===== src/rtl/mem_out_arbiter_pkg.sv =====
// Shared constants for the memory output arbiter slice:
// mode/source encodings, output FSM states, counter sizing.
package mem_out_arbiter_pkg;

  localparam logic MODE_RR    = 1'b0;
  localparam logic MODE_FIXED = 1'b1;
  localparam logic SRC_SDRAM  = 1'b0;
  localparam logic SRC_FLASH  = 1'b1;

  localparam logic [0:0] OUT_EMPTY = 1'b0;
  localparam logic [0:0] OUT_FULL  = 1'b1;

  function automatic int cnt_w(int smax);
    return (smax > 0) ? $clog2(smax + 1) : 1;
  endfunction

endpackage


===== src/rtl/mem_out_arbiter_if.sv =====
// Handshake bundle between the two memory sources,
// the output sink and the arbiter.
interface mem_out_arbiter_if #(
  parameter int DATA_W = 8
) ();

  logic              src0_valid;
  logic [DATA_W-1:0] src0_data;
  logic              src0_ready;
  logic              src1_valid;
  logic [DATA_W-1:0] src1_data;
  logic              src1_ready;
  logic              prio_mode;
  logic              out_valid;
  logic [DATA_W-1:0] out_data;
  logic              out_src;
  logic              out_ready;

  modport master (
    output src0_valid, src0_data,
    output src1_valid, src1_data,
    output prio_mode, out_ready,
    input  src0_ready, src1_ready,
    input  out_valid, out_data, out_src
  );

  modport slave (
    input  src0_valid, src0_data,
    input  src1_valid, src1_data,
    input  prio_mode, out_ready,
    output src0_ready, src1_ready,
    output out_valid, out_data, out_src
  );

endinterface


===== src/rtl/mem_arb_hold.sv =====
// One-entry valid/ready holding register; ready is
// purely registered so it never depends on in_valid.
module mem_arb_hold #(
  parameter int DATA_W = 8
) (
  input  logic              clock,
  input  logic              reset_n,
  input  logic              in_valid,
  input  logic [DATA_W-1:0] in_data,
  output logic              in_ready,
  input  logic              drain,
  output logic              hold_valid,
  output logic [DATA_W-1:0] hold_data
);

  assign in_ready = !hold_valid;

  // capture needs empty, drain needs full: never both
  always_ff @(posedge clock or negedge reset_n) begin
    if (!reset_n) begin
      hold_valid <= 1'b0;
      hold_data  <= '0;
    end else if (in_valid && in_ready) begin
      hold_valid <= 1'b1;
      hold_data  <= in_data;
    end else if (drain) begin
      hold_valid <= 1'b0;
    end
  end

endmodule


===== src/rtl/mem_out_arbiter.sv =====
// Two-source output arbiter: round-robin or src0
// priority with a starvation limit, registered output.
module mem_out_arbiter
  import mem_out_arbiter_pkg::*;
#(
  parameter int DATA_W     = 8,
  parameter int STARVE_MAX = 3
) (
  input logic         clock,
  input logic         reset_n,
  mem_out_arbiter_if.slave bus
);

  localparam int CW = cnt_w(STARVE_MAX);
  localparam logic [CW-1:0] SMAX = CW'(STARVE_MAX);

  logic              h0_valid, h1_valid;
  logic [DATA_W-1:0] h0_data, h1_data;
  logic              drain0, drain1;
  logic [0:0]        state;
  logic [DATA_W-1:0] out_data_q;
  logic              out_src_q;
  logic              last_grant;
  logic [CW-1:0]     starve_cnt;
  logic              load, tie, starved, winner;

  mem_arb_hold #(.DATA_W(DATA_W)) u_hold0 (
    .clock      (clock),
    .reset_n    (reset_n),
    .in_valid   (bus.src0_valid),
    .in_data    (bus.src0_data),
    .in_ready   (bus.src0_ready),
    .drain      (drain0),
    .hold_valid (h0_valid),
    .hold_data  (h0_data)
  );

  mem_arb_hold #(.DATA_W(DATA_W)) u_hold1 (
    .clock      (clock),
    .reset_n    (reset_n),
    .in_valid   (bus.src1_valid),
    .in_data    (bus.src1_data),
    .in_ready   (bus.src1_ready),
    .drain      (drain1),
    .hold_valid (h1_valid),
    .hold_data  (h1_data)
  );

  always_comb begin
    tie     = h0_valid && h1_valid;
    starved = (STARVE_MAX != 0) && (starve_cnt == SMAX);
    load    = ((state == OUT_EMPTY) || bus.out_ready)
              && (h0_valid || h1_valid);
    winner  = SRC_SDRAM;
    unique case (1'b1)
      !tie:
        winner = !h0_valid;
      tie && (bus.prio_mode == MODE_RR):
        winner = !last_grant;
      tie && (bus.prio_mode == MODE_FIXED):
        winner = starved ? SRC_FLASH : SRC_SDRAM;
    endcase
    drain0 = load && (winner == SRC_SDRAM);
    drain1 = load && (winner == SRC_FLASH);
  end

  always_ff @(posedge clock or negedge reset_n) begin
    if (!reset_n) begin
      state      <= OUT_EMPTY;
      out_data_q <= '0;
      out_src_q  <= SRC_SDRAM;
      last_grant <= SRC_FLASH;
      starve_cnt <= '0;
    end else begin
      unique case (state)
        OUT_EMPTY: if (load) state <= OUT_FULL;
        OUT_FULL:  if (bus.out_ready && !load)
                     state <= OUT_EMPTY;
        default:   state <= OUT_EMPTY;
      endcase
      if (load) begin
        out_data_q <= winner ? h1_data : h0_data;
        out_src_q  <= winner;
        last_grant <= winner;
        // counts src0 wins that bypass a waiting src1
        if (winner == SRC_FLASH)
          starve_cnt <= '0;
        else if (h1_valid && (starve_cnt != SMAX))
          starve_cnt <= starve_cnt + 1'b1;
      end
    end
  end

  assign bus.out_valid = (state == OUT_FULL);
  assign bus.out_data  = out_data_q;
  assign bus.out_src   = out_src_q;

endmodule


===== src/flat_wrapper.sv =====
// flat-port wrapper written by rule: the top's interface ports become plain ports
module mem_out_arbiter_flat import mem_out_arbiter_pkg::*;
#(
  parameter int DATA_W     = 8,
  parameter int STARVE_MAX = 3
)
  (clock, reset_n, bus_src0_valid, bus_src0_data, bus_src1_valid, bus_src1_data, bus_prio_mode, bus_out_ready, bus_src0_ready, bus_src1_ready, bus_out_valid, bus_out_data, bus_out_src);
  mem_out_arbiter_if #(.DATA_W(DATA_W)) bus_i ();
  input logic clock;
  input logic reset_n;
  input wire logic [$bits(bus_i.src0_valid)-1:0] bus_src0_valid;
  input wire logic [$bits(bus_i.src0_data)-1:0] bus_src0_data;
  input wire logic [$bits(bus_i.src1_valid)-1:0] bus_src1_valid;
  input wire logic [$bits(bus_i.src1_data)-1:0] bus_src1_data;
  input wire logic [$bits(bus_i.prio_mode)-1:0] bus_prio_mode;
  input wire logic [$bits(bus_i.out_ready)-1:0] bus_out_ready;
  output wire logic [$bits(bus_i.src0_ready)-1:0] bus_src0_ready;
  output wire logic [$bits(bus_i.src1_ready)-1:0] bus_src1_ready;
  output wire logic [$bits(bus_i.out_valid)-1:0] bus_out_valid;
  output wire logic [$bits(bus_i.out_data)-1:0] bus_out_data;
  output wire logic [$bits(bus_i.out_src)-1:0] bus_out_src;
  assign bus_i.src0_valid = bus_src0_valid;
  assign bus_i.src0_data = bus_src0_data;
  assign bus_i.src1_valid = bus_src1_valid;
  assign bus_i.src1_data = bus_src1_data;
  assign bus_i.prio_mode = bus_prio_mode;
  assign bus_i.out_ready = bus_out_ready;
  assign bus_src0_ready = bus_i.src0_ready;
  assign bus_src1_ready = bus_i.src1_ready;
  assign bus_out_valid = bus_i.out_valid;
  assign bus_out_data = bus_i.out_data;
  assign bus_out_src = bus_i.out_src;
  mem_out_arbiter #(.DATA_W(DATA_W), .STARVE_MAX(STARVE_MAX)) u_core (.clock(clock), .reset_n(reset_n), .bus(bus_i));
endmodule

===== config.mk =====
export PLATFORM = sky130hd
export DESIGN_NAME = mem_out_arbiter_flat
export DESIGN_NICKNAME = d
export VERILOG_FILES = /design/src/rtl/mem_out_arbiter_pkg.sv /design/src/rtl/mem_out_arbiter_if.sv /design/src/rtl/mem_arb_hold.sv /design/src/rtl/mem_out_arbiter.sv /design/src/flat_wrapper.sv
export SDC_FILE = /design/constraint.sdc
export NUM_CORES = 1
export LEC_CHECK = 0
export CAP_MARGIN = 20
export CORE_UTILIZATION = 40
export CTS_BUF_LIST = sky130_fd_sc_hd__clkbuf_4 sky130_fd_sc_hd__clkbuf_8
export DETAILED_ROUTE_END_ITERATION = 16
export DONT_BUFFER_PORTS = 1
export HOLD_SLACK_MARGIN = 0.1
export SLEW_MARGIN = 0
export SYNTH_ARGS = -nofsm -noshare
export SYNTH_HDL_FRONTEND = slang
export SYNTH_SLANG_ARGS = --single-unit
export TNS_END_PERCENT = 10

===== constraint.sdc =====
create_clock -name clock -period 1.79 [get_ports clock]
set_input_delay 0.358 -clock clock [delete_from_list [all_inputs] [get_ports clock]]
set_output_delay 0.358 -clock clock [all_outputs]
set_load 0.02 [all_outputs]

==> metrics.md <==
| Metric | Value |
|---|---|
| Area of the multi-input gates | `469 um^2` |
| Final Util | `0.470` |
| Vias/cell | `5.15` |
| Critical-path top delay cell | `dfrtp_1` |
| Clock-pin slew on the worst setup and hold paths | `90 ps` |
| Initial antenna violation count | `0` |
| Fin. Hold Viols | `0` |
| Outcome | `complete, no violations` |
| Placed cell count | `141` |
| H-tree depth | `2` |
| Commonest cells after routing, fill and taps aside | `dfrtp_1, mux2_2, a221o_1, clkbuf_4, and2_1` |
| DIE AREA | `3440 um^2` |
| # Post-CTS Setup Buffers | `0` |
| Maximum fanout along the worst path | `10` |
| Drt first pass iters | `4` |
| Worst Path Buf+Inv | `0` |
| Max Cap Viol | `0` |
| RSZ-0062 raised after global routing | `false` |
| Inserted Diodes | `0` |
| CP Capture Type | `flip-flop` |
| Via count | `778` |
| R2R depth | `4` |
| Pwr/cell area | `1830 nW/um^2` |
| Clk sink count | `31` |
| Hold Crit Depth | `1` |
| Commonest non-fill, non-tap cell in the layout | `dfrtp_1` |
| Post-route DRC | `0` |
| Startpoint types | `flip-flop` |
| Die H | `58.7 um` |
| Hold WC Path Type | `in -> reg` |
| Met2 wire length | `1030 um` |
| ANT nets after route | `0` |
| Final Skew | `5.87 ps` |
| Reg2reg start | `u_core.bus.out_valid` |
| CP cell instances | `nand2b_1, o21ai_1, and2_1, a221o_1` |
| Period Utilization, post-route | `0.875` |
| Syn Nets | `120` |
| Metal1 wirelength | `1120 um` |
| TritonCTS clock tree | `yes` |
| Number of buffers added on ports | `0` |
| Number of global-route vias before repair | `807` |
| Initial core utilization | `0.421` |
| Critical path class | `reg -> reg` |
| Hold_sp | `bus_src0_data[0]` |
| Total Power | `0.00263 W` |
| Largest net degree at the start of global routing | `32` |
| WL final | `2390 um` |
| CTS Buf Count | `5` |
| Routability cong. | `0.717` |
| Rel. slew slack | `0.535` |
| CTS root buf | `clkbuf_4` |
| CP arrival | `1780 ps` |
| Maximum clock path buffer count | `2` |
| Worst skew pair latency | `330 ps` |
| First-pass GRT wire length | `3840 um` |
| Uppermost layer routed | `met4` |
| CP max stage delay | `460 ps` |
| Share of layout cells above drive strength 1 | `0.327` |
| Layout net count | `129` |
| CP Depth | `4` |
| DR WL met3 | `190 um` |
| Overflow after GRT | `0` |
| CP delay by family, top | `compound AO/OA/AOI/OAI gates` |
| Fmax | `639 MHz` |
| Post-Synthesis Cell Area | `1280 um^2` |
| Yosys warnings | `0` |
| Max IR drop VDD | `690 uV` |
| P_leak | `0.632 nW` |
| Max-slew violations | `0` |
| Wire per inst | `15.8 um` |
| Min Tclk post-route | `1570 ps` |
| Worst setup path start | `u_core.bus.out_valid` |
| DR iter-0 viols | `15` |
| Dpl hpwl | `1600 um` |
| Post-Synthesis Cells | `97` |
| Die W | `58.7 um` |
| Register area share after synthesis | `0.605` |
| Worst Max-Slew Pin Slew | `693 ps` |
| Final setup TNS | `0 ps` |
| Core footprint | `3050 um^2` |
| Fin cells | `151` |
| Endpoints failing setup | `0` |
| Layout area overhead | `11.8%` |
| Total track usage | `0.164` |
| Fillers | `311` |
| Cell Rows | `20` |
| Data required, critical path | `2010 ps` |
| Seq. cell area | `777 um^2` |
| Mean post-synth cell area | `13.2 um^2` |
| Io pins | `34` |
| Netlist cell types | `27` |
| #FFs+latches synth | `31` |
-- stage by stage --
step | hold WS [ps] | instance area (um^2) | setup WS, ps
floorplan | 62.4 | 1280 | 290
detailed placement | 63.4 | 1340 | 45.3
finish | 160 | 1440 | 225
global route | 133 | 1440 | 92.5
global placement | 63.4 | 1340 | 122
CTS | 143 | 1430 | 25.3
-- cells by family after synthesis --
| group | Yosys count | share of synthesized area |
|---|---|---|
| compound gates | 15 | 0.0964 |
| fa+ha+maj | 1 | 0.00974 |
| buf+inv | 8 | 0.0321 |
| flops | 31 | 0.605 |
| mux | 16 | 0.140 |
| simple gates | 26 | 0.117 |
-- sequential cells by signal (all words and copies together) (netlist names) --
register	cells
u_core.bus.out_valid	1
u_core.last_grant	1
u_core.bus.out_src	1
u_core.u_hold1.hold_valid	1
u_core.u_hold0.hold_valid	1
u_core.u_hold1.hold_data	8
u_core.starve_cnt	2
u_core.bus.out_data	8
u_core.u_hold0.hold_data	8
-- synthesized netlist by cell type, drive strengths merged --
master,instances,share of area
dfrtp,30,0.58
mux2,16,0.14
a221o,8,0.062
and2,8,0.039
buf,4,0.020
inv,4,0.012
nand2,4,0.012
a21oi,3,0.015
nand2b,3,0.017
nand3,3,0.016
nor2,3,0.0088
nor2b,2,0.0097
o22ai,2,0.0097
and3,1,0.0049
dfstp,1,0.020
ha,1,0.0097
nand3b,1,0.0058
o21ai,1,0.0039
o21bai,1,0.0058
or2,1,0.0049
-- report_power, final --
part | leakage [nW] | switching (W) | internal [W] | total (W)
Clock | 0.0368 | 0.000224 | 0.000202 | 0.000425
Combinational | 0.229 | 0.000369 | 0.000431 | 0.000801
Sequential | 0.367 | 0.000350 | 0.00105 | 0.00140
Total | 0.632 | 0.000942 | 0.00169 | 0.00263
-- final timing paths --
path / end / slack [ps]
min in group asynchronous: u_core.u_hold0.hold_data[7] / 470
max in group asynchronous: u_core.last_grant / 1080
setup / recovery: u_core.bus.out_data[0] / 220
hold reg to reg: u_core.last_grant / 470
setup reg to reg: u_core.bus.out_data[0] / 220
hold / removal: u_core.u_hold0.hold_data[0] / 160
-- per-layer routing --
layer,global-route usage,vias up
li1,-,363
met2,0.223,26
met4,0.0918,0
met1,0.218,383
met5,0,-
met3,0.0747,6
-- what timing repair did --
item | 4_1_cts | 5_1_grt
setup endpoints to repair | 0 | 11
hold buffers | 2 | 0
hold endpoints to repair | 31 | 0
gates resized for setup | 0 | 1
-- cell type report --
cell class / count / area share
Tap cell: 44 / 0.0383
Multi-Input combinational cell: 58 / 0.327
Inverter: 4 / 0.0105
Sequential cell: 31 / 0.541
Clock buffer: 8 / 0.0418
Timing Repair Buffer: 6 / 0.0418
Note: power is estimated with default switching activity, not from simulation.
